## src/rtl/app_reg_bank_if.sv

```systemverilog
// fx bus between the fabric (master) and one device register bank (slave).
// Byte-wide write/read strobes with a separate read-data valid return.
interface app_reg_bank_if;
  logic        fx_wr;
  logic [21:0] fx_waddr;
  logic [7:0]  fx_data;
  logic        fx_rd;
  logic [21:0] fx_raddr;
  logic [7:0]  fx_q;
  logic        fx_qv;

  modport master (
    output fx_wr, fx_waddr, fx_data, fx_rd, fx_raddr,
    input  fx_q, fx_qv
  );

  modport slave (
    input  fx_wr, fx_waddr, fx_data, fx_rd, fx_raddr,
    output fx_q, fx_qv
  );
endinterface

```

## src/rtl/app_reg_bank.sv

```systemverilog
// Per-device fx-bus register bank: thresholds, sticky W1C status, irq mask, scratch, error count.
// Reads return RD_LAT cycles after the strobe, fully pipelined; no backpressure, every strobe is served.
module app_reg_bank #(
  parameter int          NUM_CH  = 4,
  parameter int          NUM_DBG = 8,
  parameter int          RD_LAT  = 1,
  parameter logic [15:0] TH_RST  = 16'h10,
  parameter logic [7:0]  VERSION = 8'h02
) (
  input  logic                clk_sys,
  input  logic                rst_n,
  input  logic [5:0]          dev_id,
  app_reg_bank_if.slave       fx,
  input  logic [NUM_CH-1:0]   stu_evt,
  output logic [16*NUM_CH-1:0] cfg_th,
  output logic                irq
);

  logic        wsel, rsel;
  logic [15:0] woff, roff;

  logic [15:0]       th [NUM_CH];
  logic [7:0]        shadow;
  logic [NUM_CH-1:0] sticky;
  logic [NUM_CH-1:0] mask;
  logic [NUM_CH-1:0] sticky_clr;
  logic [7:0]        dbg [NUM_DBG];
  logic [7:0]        err_cnt;
  logic [9:0]        err_sum;
  logic              werr, rerr, eclr;
  logic [7:0]        rdata;

  logic [7:0]        q_pipe [RD_LAT];
  logic [RD_LAT-1:0] v_pipe;

  assign wsel = fx.fx_wr && (fx.fx_waddr[21:16] == dev_id);
  assign rsel = fx.fx_rd && (fx.fx_raddr[21:16] == dev_id);
  assign woff = fx.fx_waddr[15:0];
  assign roff = fx.fx_raddr[15:0];

  function automatic logic is_mapped(input logic [15:0] off);
    logic m;
    m = (off == 16'h0000) || (off == 16'h0001) || (off == 16'h0010) ||
        (off == 16'h0011) || (off == 16'h00F0);
    for (int k = 0; k < 2*NUM_CH; k++)
      if (off == 16'(16'h40 + k)) m = 1'b1;
    for (int i = 0; i < NUM_DBG; i++)
      if (off == 16'(16'h80 + i)) m = 1'b1;
    return m;
  endfunction

  // Low byte only parks in the shared shadow; the high-byte write commits both halves at once.
  always_ff @(posedge clk_sys or negedge rst_n) begin
    if (!rst_n) begin
      shadow <= 8'h00;
      for (int k = 0; k < NUM_CH; k++) th[k] <= TH_RST;
    end else if (wsel) begin
      for (int k = 0; k < NUM_CH; k++) begin
        if (woff == 16'(16'h40 + 2*k)) shadow <= fx.fx_data;
        if (woff == 16'(16'h41 + 2*k)) th[k] <= {fx.fx_data, shadow};
      end
    end
  end

  for (genvar g = 0; g < NUM_CH; g++) begin : g_th
    assign cfg_th[16*g +: 16] = th[g];
  end

  assign sticky_clr = (wsel && woff == 16'h0010) ? fx.fx_data[NUM_CH-1:0] : '0;

  // Event OR-ed in after the clear so a coincident event survives the W1C.
  always_ff @(posedge clk_sys or negedge rst_n) begin
    if (!rst_n) begin
      sticky <= '0;
      mask   <= '0;
      irq    <= 1'b0;
    end else begin
      sticky <= (sticky & ~sticky_clr) | stu_evt;
      if (wsel && woff == 16'h0011) mask <= fx.fx_data[NUM_CH-1:0];
      irq <= |(sticky & mask);
    end
  end

  always_ff @(posedge clk_sys or negedge rst_n) begin
    if (!rst_n) begin
      for (int i = 0; i < NUM_DBG; i++) dbg[i] <= 8'(8'h80 + i);
    end else if (wsel) begin
      for (int i = 0; i < NUM_DBG; i++)
        if (woff == 16'(16'h80 + i)) dbg[i] <= fx.fx_data;
    end
  end

  assign werr    = wsel && !is_mapped(woff);
  assign rerr    = rsel && !is_mapped(roff);
  assign eclr    = wsel && (woff == 16'h00F0);
  assign err_sum = {2'b00, err_cnt} + {9'd0, werr} + {9'd0, rerr};

  always_ff @(posedge clk_sys or negedge rst_n) begin
    if (!rst_n)             err_cnt <= 8'h00;
    else if (eclr)          err_cnt <= 8'h00;
    else if (err_sum > 255) err_cnt <= 8'hFF;
    else                    err_cnt <= err_sum[7:0];
  end

  // Read mux sees pre-edge state, so a same-cycle write is not visible to the read.
  always_comb begin
    rdata = 8'h00;
    case (roff)
      16'h0000: rdata = {2'b00, dev_id};
      16'h0001: rdata = VERSION;
      16'h0010: rdata = 8'(sticky);
      16'h0011: rdata = 8'(mask);
      16'h00F0: rdata = err_cnt;
      default:  rdata = 8'h00;
    endcase
    for (int k = 0; k < NUM_CH; k++) begin
      if (roff == 16'(16'h40 + 2*k)) rdata = th[k][7:0];
      if (roff == 16'(16'h41 + 2*k)) rdata = th[k][15:8];
    end
    for (int i = 0; i < NUM_DBG; i++)
      if (roff == 16'(16'h80 + i)) rdata = dbg[i];
  end

  always_ff @(posedge clk_sys or negedge rst_n) begin
    if (!rst_n) begin
      v_pipe <= '0;
      for (int s = 0; s < RD_LAT; s++) q_pipe[s] <= 8'h00;
    end else begin
      v_pipe[0] <= rsel;
      q_pipe[0] <= rsel ? rdata : 8'h00;
      for (int s = 1; s < RD_LAT; s++) begin
        v_pipe[s] <= v_pipe[s-1];
        q_pipe[s] <= q_pipe[s-1];
      end
    end
  end

  assign fx.fx_q  = q_pipe[RD_LAT-1];
  assign fx.fx_qv = v_pipe[RD_LAT-1];

endmodule

```

## src/flat_wrapper.sv

```systemverilog
// flat-port wrapper written by rule: the top's interface ports become plain ports
module app_reg_bank_flat 
#(
  parameter int          NUM_CH  = 4,
  parameter int          NUM_DBG = 8,
  parameter int          RD_LAT  = 1,
  parameter logic [15:0] TH_RST  = 16'h10,
  parameter logic [7:0]  VERSION = 8'h02
)
  (clk_sys, rst_n, dev_id, stu_evt, cfg_th, irq, fx_fx_wr, fx_fx_waddr, fx_fx_data, fx_fx_rd, fx_fx_raddr, fx_fx_q, fx_fx_qv);
  app_reg_bank_if fx_i ();
  input  logic clk_sys;
  input  logic rst_n;
  input  logic [5:0] dev_id;
  input  logic [NUM_CH-1:0] stu_evt;
  output logic [16*NUM_CH-1:0] cfg_th;
  output logic irq;
  input wire logic [$bits(fx_i.fx_wr)-1:0] fx_fx_wr;
  input wire logic [$bits(fx_i.fx_waddr)-1:0] fx_fx_waddr;
  input wire logic [$bits(fx_i.fx_data)-1:0] fx_fx_data;
  input wire logic [$bits(fx_i.fx_rd)-1:0] fx_fx_rd;
  input wire logic [$bits(fx_i.fx_raddr)-1:0] fx_fx_raddr;
  output wire logic [$bits(fx_i.fx_q)-1:0] fx_fx_q;
  output wire logic [$bits(fx_i.fx_qv)-1:0] fx_fx_qv;
  assign fx_i.fx_wr = fx_fx_wr;
  assign fx_i.fx_waddr = fx_fx_waddr;
  assign fx_i.fx_data = fx_fx_data;
  assign fx_i.fx_rd = fx_fx_rd;
  assign fx_i.fx_raddr = fx_fx_raddr;
  assign fx_fx_q = fx_i.fx_q;
  assign fx_fx_qv = fx_i.fx_qv;
  app_reg_bank #(.NUM_CH(NUM_CH), .NUM_DBG(NUM_DBG), .RD_LAT(RD_LAT), .TH_RST(TH_RST), .VERSION(VERSION)) u_core (.clk_sys(clk_sys), .rst_n(rst_n), .dev_id(dev_id), .fx(fx_i), .stu_evt(stu_evt), .cfg_th(cfg_th), .irq(irq));
endmodule
```

## config.mk

```make
export PLATFORM = sky130hd
export DESIGN_NAME = app_reg_bank_flat
export DESIGN_NICKNAME = d
export VERILOG_FILES = /design/src/rtl/app_reg_bank_if.sv /design/src/rtl/app_reg_bank.sv /design/src/flat_wrapper.sv
export SDC_FILE = /design/constraint.sdc
export NUM_CORES = 1
export LEC_CHECK = 0
export ABC_CLOCK_PERIOD_IN_PS = 2200
export CORE_ASPECT_RATIO = 1.4
export CORE_MARGIN = 4
export CORE_UTILIZATION = 44
export CTS_CLUSTER_DIAMETER = 120
export CTS_CLUSTER_SIZE = 8
export DETAILED_ROUTE_END_ITERATION = 6
export PLACE_DENSITY = 0.75
export SETUP_SLACK_MARGIN = 0.4
export SYNTH_ARGS = -nofsm -noshare
export SYNTH_HDL_FRONTEND = slang
export SYNTH_SLANG_ARGS = --single-unit
export TNS_END_PERCENT = 100
```

## constraint.sdc

```tcl
create_clock -name clk_sys -period 2.2 [get_ports clk_sys]
set_input_delay 0.44 -clock clk_sys [delete_from_list [all_inputs] [get_ports clk_sys]]
set_output_delay 0.44 -clock clk_sys [all_outputs]
set_load 0.01 [all_outputs]
```

==> key figures <==
Synth
  – Synth Area in XOR/XNOR: 2.01%
  – Cell Area, Synth: roughly 8300 µm²
  – Main combinational cell family by area after synthesis: multiplexers
  – Post-Synth Simple-Gate Area: between 10% and 20%
  – Syn_nets: between 700 and 800
  – #FFs+latches synth: 162
  – Post-synthesis cell type count: 70
  – Synth Flop Type: dfrtp_1
  – Avg Synthesized Cell Area: 11.5 µm²
  – Seq/Total Area, Yosys: about half
  – Synth async-reset ratio: between 90% and 100%
  – Syn. warnings: 0
  – Post-synthesis mux area share: 20.7%
  – Post-Syn Instances: slightly above 700
  – Compound-Gate Fraction of Synth Area: 11.9%
  – Leading area contributor after synthesis: dfrtp_1
  – Number of enable flip-flop cells after synthesis: 0
  – Synth top area share: approximately two fifths
  – Synth Area in Adders: less than 1%
  – Main area contributors after synthesis: dfrtp_1 42%, mux2_2 18%, dfstp_2 7.6%

Layout
  – Area delta synth->final: 69.5%
  – Fin util: 75.8%
  – Non-filler cells, final: about 1300
  – Filler cell count: 1038
  – Layout cells sized above 1: between 50 and 60%
  – Most frequent cells in the layout: 152 x buf_4, 131 x dfrtp_1, 106 x mux2_4, 67 x buf_6, 58 x dlygate4sd2_1
  – Final Net Count: around 1200
  – Most common cell after layout, fill and taps aside: buf_4

Routing
  – Met2 Wirelength: between 15 and 20 mm
  – DR WL/cell: 28.5 µm
  – DRT met1 WL: 12.6 mm
  – Via density per instance: roughly 6.4
  – Post-Route WL: 38.2 mm
  – Vias after detailed routing: between 8000 and 9000
  – Post-route DRC: 0
  – Antenna Nets Post-Route: 0
  – Metal3 WL: approximately 3.3 mm
  – Initial DRC Count: ~1000
  – Max Used Layer: met4
  – Drt pass-1 iters: 5

Setup path
  – Crit start category: input pin
  – Reg2reg end: u_core.fx.fx_q[4]$_DFF_PN0_
  – Reg2reg start: u_core.cfg_th[4]$_DFFE_PN1P_
  – Crit-path max FO: 4
  – Crit-path slowest cell: a211oi_2
  – CP endpoint kind: flip-flop
  – Delay of the slowest critical-path stage: approximately 0.26 ns
  – FF-to-FF path depth: 7
  – Critical path arrival: between 3 and 4 ns
  – Req. time, crit path: between 2 and 3 ns
  – Worst reg-to-reg setup slack: 0.04 ns
  – Critical path cell sequence: buf_2 > buf_4 > nor2_4 > nand3b_1 > nor2_1 > a21oi_1 > a211oi_2 > nor2_2 > ha_4 > ha_4 > nand2b_4 > o21ai_2 > a22o_1 > nand2_2 > buf_6 > o21ai_2 > and3_1 > mux2i_1 > nor2_1
  – Kind of critical path: in -> reg

Die
  – Core area: approximately 19000 µm²
  – IO Pins: 140
  – DIE AREA: approximately 21000 µm²
  – Die Y: about 170 µm
  – Initial core utilization: around 45%
  – Row cnt: between 50 and 60
  – Die Width: between 100 and 150 µm

Timing
  – Final count of hold timing violations: 0
  – Final period util: 124%
  – # setup viols final: 115
  – Slew Limit Fails: 0
  – Tightest Pin Transition: about 1 ns
  – Slew headroom: between 30% and 40%
  – Skew final: about 0.011 ns
  – RSZ-0062 raised after global routing: yes
  – FMAX: 366 MHz
  – PnR worst setup slack: -0.534 ns
  – Min Tclk post-route: approximately 2.7 ns

Placed design
  – Dpl hpwl: ~23 mm
  – Place WS: -1.22 ns
  – Number of buffers added on ports: between 100 and 150
  – Gpl congestion: slightly below 1
  – Inst Count DP: 1223

Power
  – Pwr Total: 6.78 mW
  – Pwr dens: about 480 nW/µm²
  – P_leak: approximately 6.6 nW
  – VDD IR max: between 0.5 and 0.6 mV

CTS
  – Reg clk slew, reported paths: roughly 0.07 ns
  – CTS tree: done
  – Clock sinks: about 160
  – CTS H-tree depth: 4
  – Clock Tree Root: clkbuf_16
  – Clock buffer depth: 2
  – Clock Latency Late Sink: around 0.44 ns
  – CTS Buf Count: 17

GRT
  – Number of global-route vias before repair: about 9000
  – Gr ovfl total: 0
  – First-pass GRT wire length: 52.4 mm
  – Largest net degree at the start of global routing: 56
  – Total GRT Usage: around 34%
  – Initial antenna violation count: 1

Worst hold path
  – Hold Path Cell Cnt: 1
  – Hold Crit Endpoint: u_core.dbg[56]$_DFFE_PN0P_
  – Hold wc startpoint: u_core.dbg[56]$_DFFE_PN0P_
  – Worst Hold Class: reg -> reg

Flow run
  – Max_cap viols: 0

Outcome
  – Status: finished, violations left
  – Failing checks: setup timing
## state kept, by name, indices dropped and copies added (netlist names)
name             flops
u_core.cfg_th       64
u_core.sticky        4
u_core.fx.fx_qv      1
u_core.shadow        8
u_core.err_cnt       8
u_core.fx.fx_q       8
u_core.dbg          64
u_core.mask          4
u_core.irq           1
## report_power, final
group	switching (mW)	internal, mW	total [mW]
sequential	0.0348	2.99	3.03
clock	1.44	1.64	3.08
combinational	0.370	0.295	0.665
total	1.85	4.93	6.78
## worst max-delay path: cells and delay by family
kind	cells	cell delay, ns
simple gates	8	0.92
compound gates	5	0.71
mux	1	0.23
buf+inv	3	0.41
fa+ha+maj	2	0.34
## final cells by class
class	instances	area, µm²	share of cell area [%]
tap	244	305	2.17
timing repair buffer	369	3560	25.3
multi-input combinational	523	5460	38.8
clock buffer	17	425	3.03
inverter	8	30.0	0.214
antenna	1	2.50	0.0178
sequential	162	4090	29.1
clock inverter	15	184	1.31
## cell usage after synthesis, types with 3 or more instances
master,number
nor2_1,60
and3_1,3
a222oi_1,6
a21o_1,5
nor3_1,10
a31oi_1,7
nand2b_1,8
nor2b_1,8
nor4_1,6
inv_1,8
o221ai_1,8
mux2_1,3
nor3_2,4
nand4_1,9
a211oi_1,9
buf_2,7
nor4_2,4
and2_1,5
o21ai_0,27
a22oi_1,6
dfrtp_1,138
mux2_2,130
o22ai_1,14
xnor2_1,11
a22o_1,6
o22a_1,3
clkbuf_1,18
a2111oi_0,3
or3_1,5
a221oi_1,5
xor2_1,8
nand3_1,10
a21oi_1,26
ha_1,4
nor4b_1,5
nand2_1,48
mux2i_1,5
or4_1,6
mux2_4,10
dfstp_2,24
## repair_timing
action,in CTS,in global routing
pin swaps,88,74
setup endpoints to repair,220,172
endpoints found under the hold margin,30,0
buffers inserted,59,18
cloned,4,1
hold buffers,1,0
gates resized for setup,405,112
## worst max-delay path by stage
stage | from | endpoint | cells past startpoint
2_1_floorplan | fx_fx_waddr[6] | u_core.err_cnt[7]$_DFF_PN0_ | 15
3_3_place_gp | fx_fx_waddr[4] | u_core.err_cnt[6]$_DFF_PN0_ | 15
3_5_place_dp | fx_fx_waddr[5] | u_core.err_cnt[6]$_DFF_PN0_ | 17
4_1_cts | fx_fx_waddr[4] | u_core.err_cnt[7]$_DFF_PN0_ | 17
5_1_grt | fx_fx_waddr[5] | u_core.err_cnt[7]$_DFF_PN0_ | 19
6_report | fx_fx_waddr[5] | u_core.err_cnt[7]$_DFF_PN0_ | 19
## per-layer routing
metal | vias to the layer above | global-route usage (%)
met5 | - | 0
met4 | 0 | 27.1
met3 | 233 | 7.15
met2 | 625 | 54.9
met1 | 4218 | 37.0
li1 | 3442 | -
## cell families after synthesis
logic type | Yosys count
and+or+nand+nor | 207
DFF | 162
muxes | 149
AOI/OAI and AO/OA | 144
buffers and inverters | 37
xor gates and xnor gates | 19
adders and majority gates | 4
## per-stage QoR
| stage | instance area, µm² | TNS, ns | hold WS, ns |
|---|---|---|---|
| floorplan | 8710 | -17.71 | 0.144 |
| global placement | 11500 | -124.10 | 0.439 |
| detailed placement | 11500 | -126.54 | 0.442 |
| CTS | 13500 | -13.06 | 0.512 |
| global route | 14100 | -20.84 | 0.524 |
| finish | 14100 | -12.52 | 0.512 |
Note: power is estimated with default switching activity, not from simulation.
